`config.mk`:
```
export PLATFORM = sky130hd
export DESIGN_NAME = vga_ball_field
export DESIGN_NICKNAME = d
export VERILOG_FILES = /design/src/rtl/vga_ball_pkg.sv /design/src/rtl/vga_ball_field_ball_axis_step.sv /design/src/rtl/vga_ball_field.sv
export SDC_FILE = /design/constraint.sdc
export NUM_CORES = 2
export LEC_CHECK = 0
export ABC_AREA = 1
export BUFFER_PORTS_ARGS = -buffer_cell sky130_fd_sc_hd__buf_2
export CAP_MARGIN = 10
export CELL_PAD_IN_SITES_DETAIL_PLACEMENT = 0
export CELL_PAD_IN_SITES_GLOBAL_PLACEMENT = 1
export CORE_ASPECT_RATIO = 0.75
export CORE_MARGIN = 3
export CORE_UTILIZATION = 30
export CTS_CLUSTER_SIZE = 16
export DETAILED_ROUTE_END_ITERATION = 6
export PLACE_DENSITY_LB_ADDON = 0.1
export SLEW_MARGIN = 15
export SYNTH_ARGS = -nofsm -noshare
export SYNTH_HDL_FRONTEND = slang
export SYNTH_SLANG_ARGS = --single-unit
```
`constraint.sdc`:
```
create_clock -name clk -period 19.3 [get_ports clk]
set_clock_uncertainty 0.05 [all_clocks]
set_input_delay 1.93 -clock clk [delete_from_list [all_inputs] [get_ports clk]]
set_output_delay 1.93 -clock clk [all_outputs]
set_load 0.01 [all_outputs]
```
`src/rtl/vga_ball_pkg.sv`:
```
// Shared types, colour constants and reset-position helpers for vga_ball_field.
package vga_ball_pkg;

  typedef enum logic {
    ST_IDLE   = 1'b0,
    ST_UPDATE = 1'b1
  } eng_state_e;

  localparam int          MAX_BALLS  = 7;
  localparam logic [5:0]  SHADOW_RGB = 6'b01_01_01;
  localparam logic [5:0]  BG_RGB     = 6'b00_00_10;

  function automatic logic [5:0] palette_rgb(input logic [2:0] idx);
    logic [5:0] c;
    case (idx)
      3'd0:    c = 6'b11_10_00;
      3'd1:    c = 6'b11_00_00;
      3'd2:    c = 6'b00_11_00;
      3'd3:    c = 6'b11_11_00;
      3'd4:    c = 6'b00_11_11;
      3'd5:    c = 6'b11_00_11;
      3'd6:    c = 6'b11_11_11;
      default: c = 6'b11_11_11;
    endcase
    return c;
  endfunction

  function automatic logic [9:0] init_x(input int i);
    return 10'(160 + 64 * i);
  endfunction

  function automatic logic [9:0] init_y(input int i);
    return 10'(120 + 48 * i);
  endfunction

  function automatic logic init_xdir(input int i);
    return ((i % 2) == 0);
  endfunction

  function automatic logic init_ydir(input int i);
    return (((i / 2) % 2) == 0);
  endfunction

  // Squared distance of a pixel from a ball centre; the sum of two squared
  // 11-bit signed deltas always fits in 21 bits.
  function automatic logic [20:0] dist2(input logic [9:0] px, input logic [9:0] py,
                                        input logic [9:0] bx, input logic [9:0] by);
    logic signed [10:0] dx;
    logic signed [10:0] dy;
    logic signed [21:0] sq;
    dx = {1'b0, px} - {1'b0, bx};
    dy = {1'b0, py} - {1'b0, by};
    sq = dx * dx + dy * dy;
    return 21'(sq);
  endfunction

endpackage

```
`src/rtl/vga_ball_field_ball_axis_step.sv`:
```
// One-axis step/clamp/reflect for a single ball coordinate; 11-bit math avoids wrap-around.
module ball_axis_step
  import vga_ball_pkg::*;
#(
  parameter int LIMIT  = 640,
  parameter int RADIUS = 20
) (
  input  logic [9:0] pos,
  input  logic       dir,
  input  logic [2:0] step,
  output logic [9:0] pos_next,
  output logic       dir_next,
  output logic       reflect
);

  localparam logic [9:0] HI = 10'(LIMIT - 1 - RADIUS);
  localparam logic [9:0] LO = 10'(RADIUS);

  logic [10:0] pos_w;
  logic [10:0] step_w;

  always_comb begin
    pos_w    = {1'b0, pos};
    step_w   = {8'd0, step};
    pos_next = pos;
    dir_next = dir;
    reflect  = 1'b0;
    if (dir) begin
      if (pos_w + step_w >= {1'b0, HI}) begin
        pos_next = HI;
        dir_next = 1'b0;
        reflect  = 1'b1;
      end else begin
        pos_next = 10'(pos_w + step_w);
      end
    end else begin
      if (pos_w <= {1'b0, LO} + step_w) begin
        pos_next = LO;
        dir_next = 1'b1;
        reflect  = 1'b1;
      end else begin
        pos_next = 10'(pos_w - step_w);
      end
    end
  end

endmodule

```
`src/rtl/vga_ball_field.sv`:
```
// Multi-ball renderer: per-frame sequential update engine plus a 2-stage pixel pipeline.
// Optional grey shadow ring around each ball is built when VGA_BALL_SHADOW_EN is defined.
module vga_ball_field
  import vga_ball_pkg::*;
#(
  parameter int NUM_BALLS = 4,
  parameter int RADIUS    = 20,
  parameter int SHADOW_W  = 4,
  parameter int H_ACTIVE  = 640,
  parameter int V_ACTIVE  = 480
) (
  input  logic       clk,
  input  logic       reset,
  input  logic       frame_tick,
  input  logic       pause,
  input  logic [1:0] speed_sel,
  input  logic [9:0] hpos,
  input  logic [9:0] vpos,
  input  logic       display_on,
  output logic [5:0] rgb,
  output logic       bounce,
  output logic       busy
);

  localparam logic [2:0]  LAST_K = 3'(NUM_BALLS - 1);
  localparam logic [20:0] R2     = 21'(RADIUS * RADIUS);

  if (NUM_BALLS < 1 || NUM_BALLS > MAX_BALLS || SHADOW_W < 0) begin : g_bad_cfg
    $error("vga_ball_field: illegal NUM_BALLS or SHADOW_W");
  end

  eng_state_e                state_q, state_d;
  logic [2:0]                k_q, k_d;
  logic [2:0]                step_q, step_d;
  logic [NUM_BALLS-1:0][9:0] x_q, x_d, y_q, y_d;
  logic [NUM_BALLS-1:0]      xdir_q, xdir_d, ydir_q, ydir_d;
  logic                      bounce_q, bounce_d;
  logic                      busy_q, busy_d;

  logic [9:0] cur_x, cur_y, nx, ny;
  logic       cur_xdir, cur_ydir, nxdir, nydir, refl_x, refl_y;

  // The single pair of axis units is time-shared: ball k_q is routed in by an AND-OR mux.
  always_comb begin
    cur_x    = 10'd0;
    cur_y    = 10'd0;
    cur_xdir = 1'b0;
    cur_ydir = 1'b0;
    for (int i = 0; i < NUM_BALLS; i++) begin
      cur_x    = cur_x | (x_q[i] & {10{k_q == 3'(i)}});
      cur_y    = cur_y | (y_q[i] & {10{k_q == 3'(i)}});
      cur_xdir = cur_xdir | (xdir_q[i] & (k_q == 3'(i)));
      cur_ydir = cur_ydir | (ydir_q[i] & (k_q == 3'(i)));
    end
  end

  ball_axis_step #(.LIMIT(H_ACTIVE), .RADIUS(RADIUS)) u_step_x (
    .pos      (cur_x),
    .dir      (cur_xdir),
    .step     (step_q),
    .pos_next (nx),
    .dir_next (nxdir),
    .reflect  (refl_x)
  );

  ball_axis_step #(.LIMIT(V_ACTIVE), .RADIUS(RADIUS)) u_step_y (
    .pos      (cur_y),
    .dir      (cur_ydir),
    .step     (step_q),
    .pos_next (ny),
    .dir_next (nydir),
    .reflect  (refl_y)
  );

  always_comb begin
    state_d  = state_q;
    k_d      = k_q;
    step_d   = step_q;
    bounce_d = 1'b0;
    x_d      = x_q;
    y_d      = y_q;
    xdir_d   = xdir_q;
    ydir_d   = ydir_q;
    case (state_q)
      ST_IDLE: begin
        if (frame_tick && !pause) begin
          state_d = ST_UPDATE;
          k_d     = 3'd0;
          step_d  = {1'b0, speed_sel} + 3'd1;
        end else begin
          state_d = ST_IDLE;
        end
      end
      ST_UPDATE: begin
        for (int i = 0; i < NUM_BALLS; i++) begin
          if (k_q == 3'(i)) begin
            x_d[i]    = nx;
            y_d[i]    = ny;
            xdir_d[i] = nxdir;
            ydir_d[i] = nydir;
          end else begin
            x_d[i]    = x_q[i];
            y_d[i]    = y_q[i];
            xdir_d[i] = xdir_q[i];
            ydir_d[i] = ydir_q[i];
          end
        end
        bounce_d = refl_x | refl_y;
        if (k_q == LAST_K) begin
          state_d = ST_IDLE;
        end else begin
          k_d = k_q + 3'd1;
        end
      end
      default: begin
        state_d = ST_IDLE;
      end
    endcase
    busy_d = (state_d == ST_UPDATE);
  end

  always_ff @(posedge clk) begin
    if (reset) begin
      state_q  <= ST_IDLE;
      k_q      <= 3'd0;
      step_q   <= 3'd1;
      bounce_q <= 1'b0;
      busy_q   <= 1'b0;
      for (int i = 0; i < NUM_BALLS; i++) begin
        x_q[i]    <= init_x(i);
        y_q[i]    <= init_y(i);
        xdir_q[i] <= init_xdir(i);
        ydir_q[i] <= init_ydir(i);
      end
    end else begin
      state_q  <= state_d;
      k_q      <= k_d;
      step_q   <= step_d;
      bounce_q <= bounce_d;
      busy_q   <= busy_d;
      x_q      <= x_d;
      y_q      <= y_d;
      xdir_q   <= xdir_d;
      ydir_q   <= ydir_d;
    end
  end

  logic [NUM_BALLS-1:0][20:0] d2_q, d2_d;
  logic                       don_q, don_d;
  logic [5:0]                 rgb_q, rgb_d;
  logic                       hit_any;
  logic [5:0]                 ball_rgb;

  always_comb begin
    don_d = display_on;
    for (int i = 0; i < NUM_BALLS; i++) begin
      d2_d[i] = dist2(hpos, vpos, x_q[i], y_q[i]);
    end
  end

  // Scanning from the highest index down leaves the lowest hit ball's colour.
  always_comb begin
    hit_any  = 1'b0;
    ball_rgb = BG_RGB;
    for (int i = NUM_BALLS - 1; i >= 0; i--) begin
      hit_any  = hit_any | (d2_q[i] <= R2);
      ball_rgb = (d2_q[i] <= R2) ? palette_rgb(3'(i)) : ball_rgb;
    end
  end

`ifdef VGA_BALL_SHADOW_EN
  localparam int          RING_R = RADIUS + SHADOW_W;
  localparam logic [20:0] S2     = 21'(RING_R * RING_R);

  logic shadow_any;

  always_comb begin
    shadow_any = 1'b0;
    for (int i = 0; i < NUM_BALLS; i++) begin
      shadow_any = shadow_any | (d2_q[i] <= S2);
    end
  end
`endif

  always_comb begin
    if (!don_q) begin
      rgb_d = 6'd0;
    end else if (hit_any) begin
      rgb_d = ball_rgb;
`ifdef VGA_BALL_SHADOW_EN
    end else if (shadow_any) begin
      rgb_d = SHADOW_RGB;
`endif
    end else begin
      rgb_d = BG_RGB;
    end
  end

  always_ff @(posedge clk) begin
    if (reset) begin
      d2_q  <= '0;
      don_q <= 1'b0;
      rgb_q <= 6'd0;
    end else begin
      d2_q  <= d2_d;
      don_q <= don_d;
      rgb_q <= rgb_d;
    end
  end

  assign rgb    = rgb_q;
  assign bounce = bounce_q;
  assign busy   = busy_q;

endmodule

```
==> metrics.md <==
| Metric | Value |
|---|---|
| Status | `finished, final reports clean` |
| Drt pass-1 iters | `5` |
| Multi-input logic area | `33550 µm²` |
| Post-Synth Simple-Gate Area | `0.1430` |
| Final setup vio count | `0` |
| Non-filler cells, final | `approximately 7.2k` |
| # IOs | `35` |
| Synth-to-layout area growth | `7.126%` |
| Antenna violations before repair | `9` |
| Register cell area after layout | `3704 µm²` |
| Post-DP HPWL | `approximately 120000 µm` |
| Worst setup margin | `9059 ps` |
| TritonCTS clock tree | `built` |
| Final Slew Violations | `0` |
| CP endpoint kind | `register` |
| Largest family of logic cells by synthesized area | `adder cells` |
| GRT Resource Usage Total | `0.1837` |
| Hold violation count in the final report | `0` |
| TritonCTS buffer count | `17` |
| Layout cell share with drive strength beyond 1 | `0.03909` |
| Clock transition at path regs | `approximately 90 ps` |
| Crit path max-delay cell type | `fa_1` |
| Post-CTS setup buffers | `0` |
| Clock Tree Buf Depth | `2` |
| # rows | `120` |
| Most frequent cells in the layout | `inv_1 (1577), fa_1 (914), nand2_1 (669)` |
| Worst path max stage delay | `about 660 ps` |
| Worst Tran Pin Value | `1035 ps` |
| Resize count post-CTS | `0` |
| Xor and xnor area share after synthesis | `0.02411` |
| Vias | `31.95k` |
| Die Area | `150000 µm²` |
| Post-synthesis sequential area ratio | `0.08495` |
| Most common cell after layout, fill and taps aside | `inv_1` |
| DIE HEIGHT | `between 300 and 400 µm` |
| Vias in the first global route | `approximately 34k` |
| WL final | `about 130000 µm` |
| Req. time, crit path | `19660 ps` |
| Area contributors post-synth | `fa_1 (42%), inv_1 (14%), ha_1 (12%)` |
| WS Path Type | `in2reg` |
| Filler cell count | `15.48k` |
| Unrepaired setup endpoints after global routing | `false` |
| YS warnings | `0` |
| Total grt overflow | `0` |
| Fin Hold WS | `422.7 ps` |
| Vias per std cell | `4.412` |
| Period utilisation layout | `0.5306` |
| H-tree lvl count | `4` |
| Post-synth EDFFs | `0` |
| Max Cap Viol | `0` |
| Initial Utilization | `0.3037` |
| DIE WIDTH | `446.2 µm` |
| CTS Hold Buffers Added | `0` |
| Post-Syn Nets | `between 6k and 7k` |
| Asr flop ratio synth | `0` |
| Yosys reg bits | `185` |
| Post-synthesis mux area share | `0` |
| Mapped Cells | `about 5.3k` |
| CP arrival | `10600 ps` |
| Initial DRC Count | `around 1.8k` |
| Startpoint types | `input port` |
| Buffers on Ports | `33` |
| Avg Synthesized Cell Area | `8.202 µm²` |
| Largest net degree at the start of global routing | `45` |
| Adder-cell share of the synthesized area | `0.5357` |
| Compound-cell area share of the yosys netlist | `0.06661` |
| Hold WC Path Type | `reg2reg` |
| CTS root buffer | `clkbuf_16` |
| Peak Freq | `0.09764 GHz` |
| Min Tclk post-route | `around 10000 ps` |
| Worst skew pair latency | `530 ps` |
| Mean routed wirelength per cell | `18.33 µm` |
| Leading area contributor after synthesis | `fa_1` |
| Nets | `6679` |
| Setup WS pre-CTS | `about 8500 ps` |
| # DRC | `0` |
| First-pass GRT wire length | `roughly 210000 µm` |
| Unique masters post-synth | `55` |
| Top FF cell, synth | `dfxtp_1` |
| Placed cells | `7206` |
| Crit-path max FO | `11` |
| Yosys top cell area share | `0.4197` |
| Netlist Area Pre-Place | `43600 µm²` |
| Area of the core | `about 140000 µm²` |
| GP Congestion | `0.8417` |
| Sum Neg Setup Slack | `0 ps` |
| Post-route ant nets | `0` |
| Clk sinks | `between 150 and 200` |
| Slew headroom | `0.3075` |
cell families (layout without fill, tap and decap cells):
kind of cell / after synthesis / in the layout
fa+ha+maj: 1318 / 1318
buf+inv: 1679 / 1711
simple gates: 1486 / 1486
other cells: 1 / 4
compound gates: 526 / 526
xor+xnor: 120 / 120
flops: 185 / 185
area by class of cell:
cell class	instances	share of cell area
diodes	3	0.0001607
inverters	1615	0.1298
well taps	1891	0.05066
multi-input cells	3451	0.7183
flip-flops and latches	185	0.07930
clock inverters	15	0.004072
repair buffers	64	0.008573
clock buffers	17	0.009109
metal layers:
layer / track usage / wire length, µm / up-vias
li1: - / - / 15680
met1: 0.2914 / 70780 / 15780
met2: 0.2671 / 55530 / 448
met3: 0.02808 / 5575 / 41
met4: 0.02081 / 863 / 0
met5: 0 / 0 / -
worst paths after layout:
kind	slack [ps]	to	startpoint	cells after the start
worst max-delay path	9060	d2_q[39]$_SDFF_PP0_	hpos[0]	37
worst min-delay path	420	rgb[3]$_SDFF_PP0_	don_q$_SDFF_PP0_	2
worst max register to register	10560	d2_q[39]$_SDFF_PP0_	x_q[10]$_SDFFE_PP0P_	35
worst min register to register	420	rgb[3]$_SDFF_PP0_	don_q$_SDFF_PP0_	2
synth_stat cells, drive strengths merged (16+ instances only):
cell       n
inv     1599
fa       914
nand2    681
nor2     528
ha       404
a21oi    281
dfxtp    185
nand3    152
o21ai    138
xnor2     61
xor2      59
clkbuf    49
or2       45
nor3      29
nand4     25
o21a      22
a21o      18
nor4      18
o22ai     17
clkinv    16
critical path: cells and delay by family:
kind                       cells  cell delay, ps
adders and majority gates     10            4560
buffers and inverters          9            1280
AOI/OAI and AO/OA              7            1210
and+or+nand+nor               11            1590
metrics by stage:
stage	util	cell area (µm²)
floorplan	-	43600
global placement	0.3210	46080
detailed placement	0.3210	46080
CTS	0.3253	46690
global route	0.3253	46690
finish	0.3254	46700
registers in the layout, indices dropped and copies added (netlist names):
signal and flops:
d2_q 84, x_q 40, y_q 40, rgb 4
xdir_q 4, ydir_q 4, k_q 3, step_q 3
bounce 1, busy 1, don_q 1
Power is not shown: default switching activity piles up to over one toggle a cycle in this logic, so the estimate is an artifact.
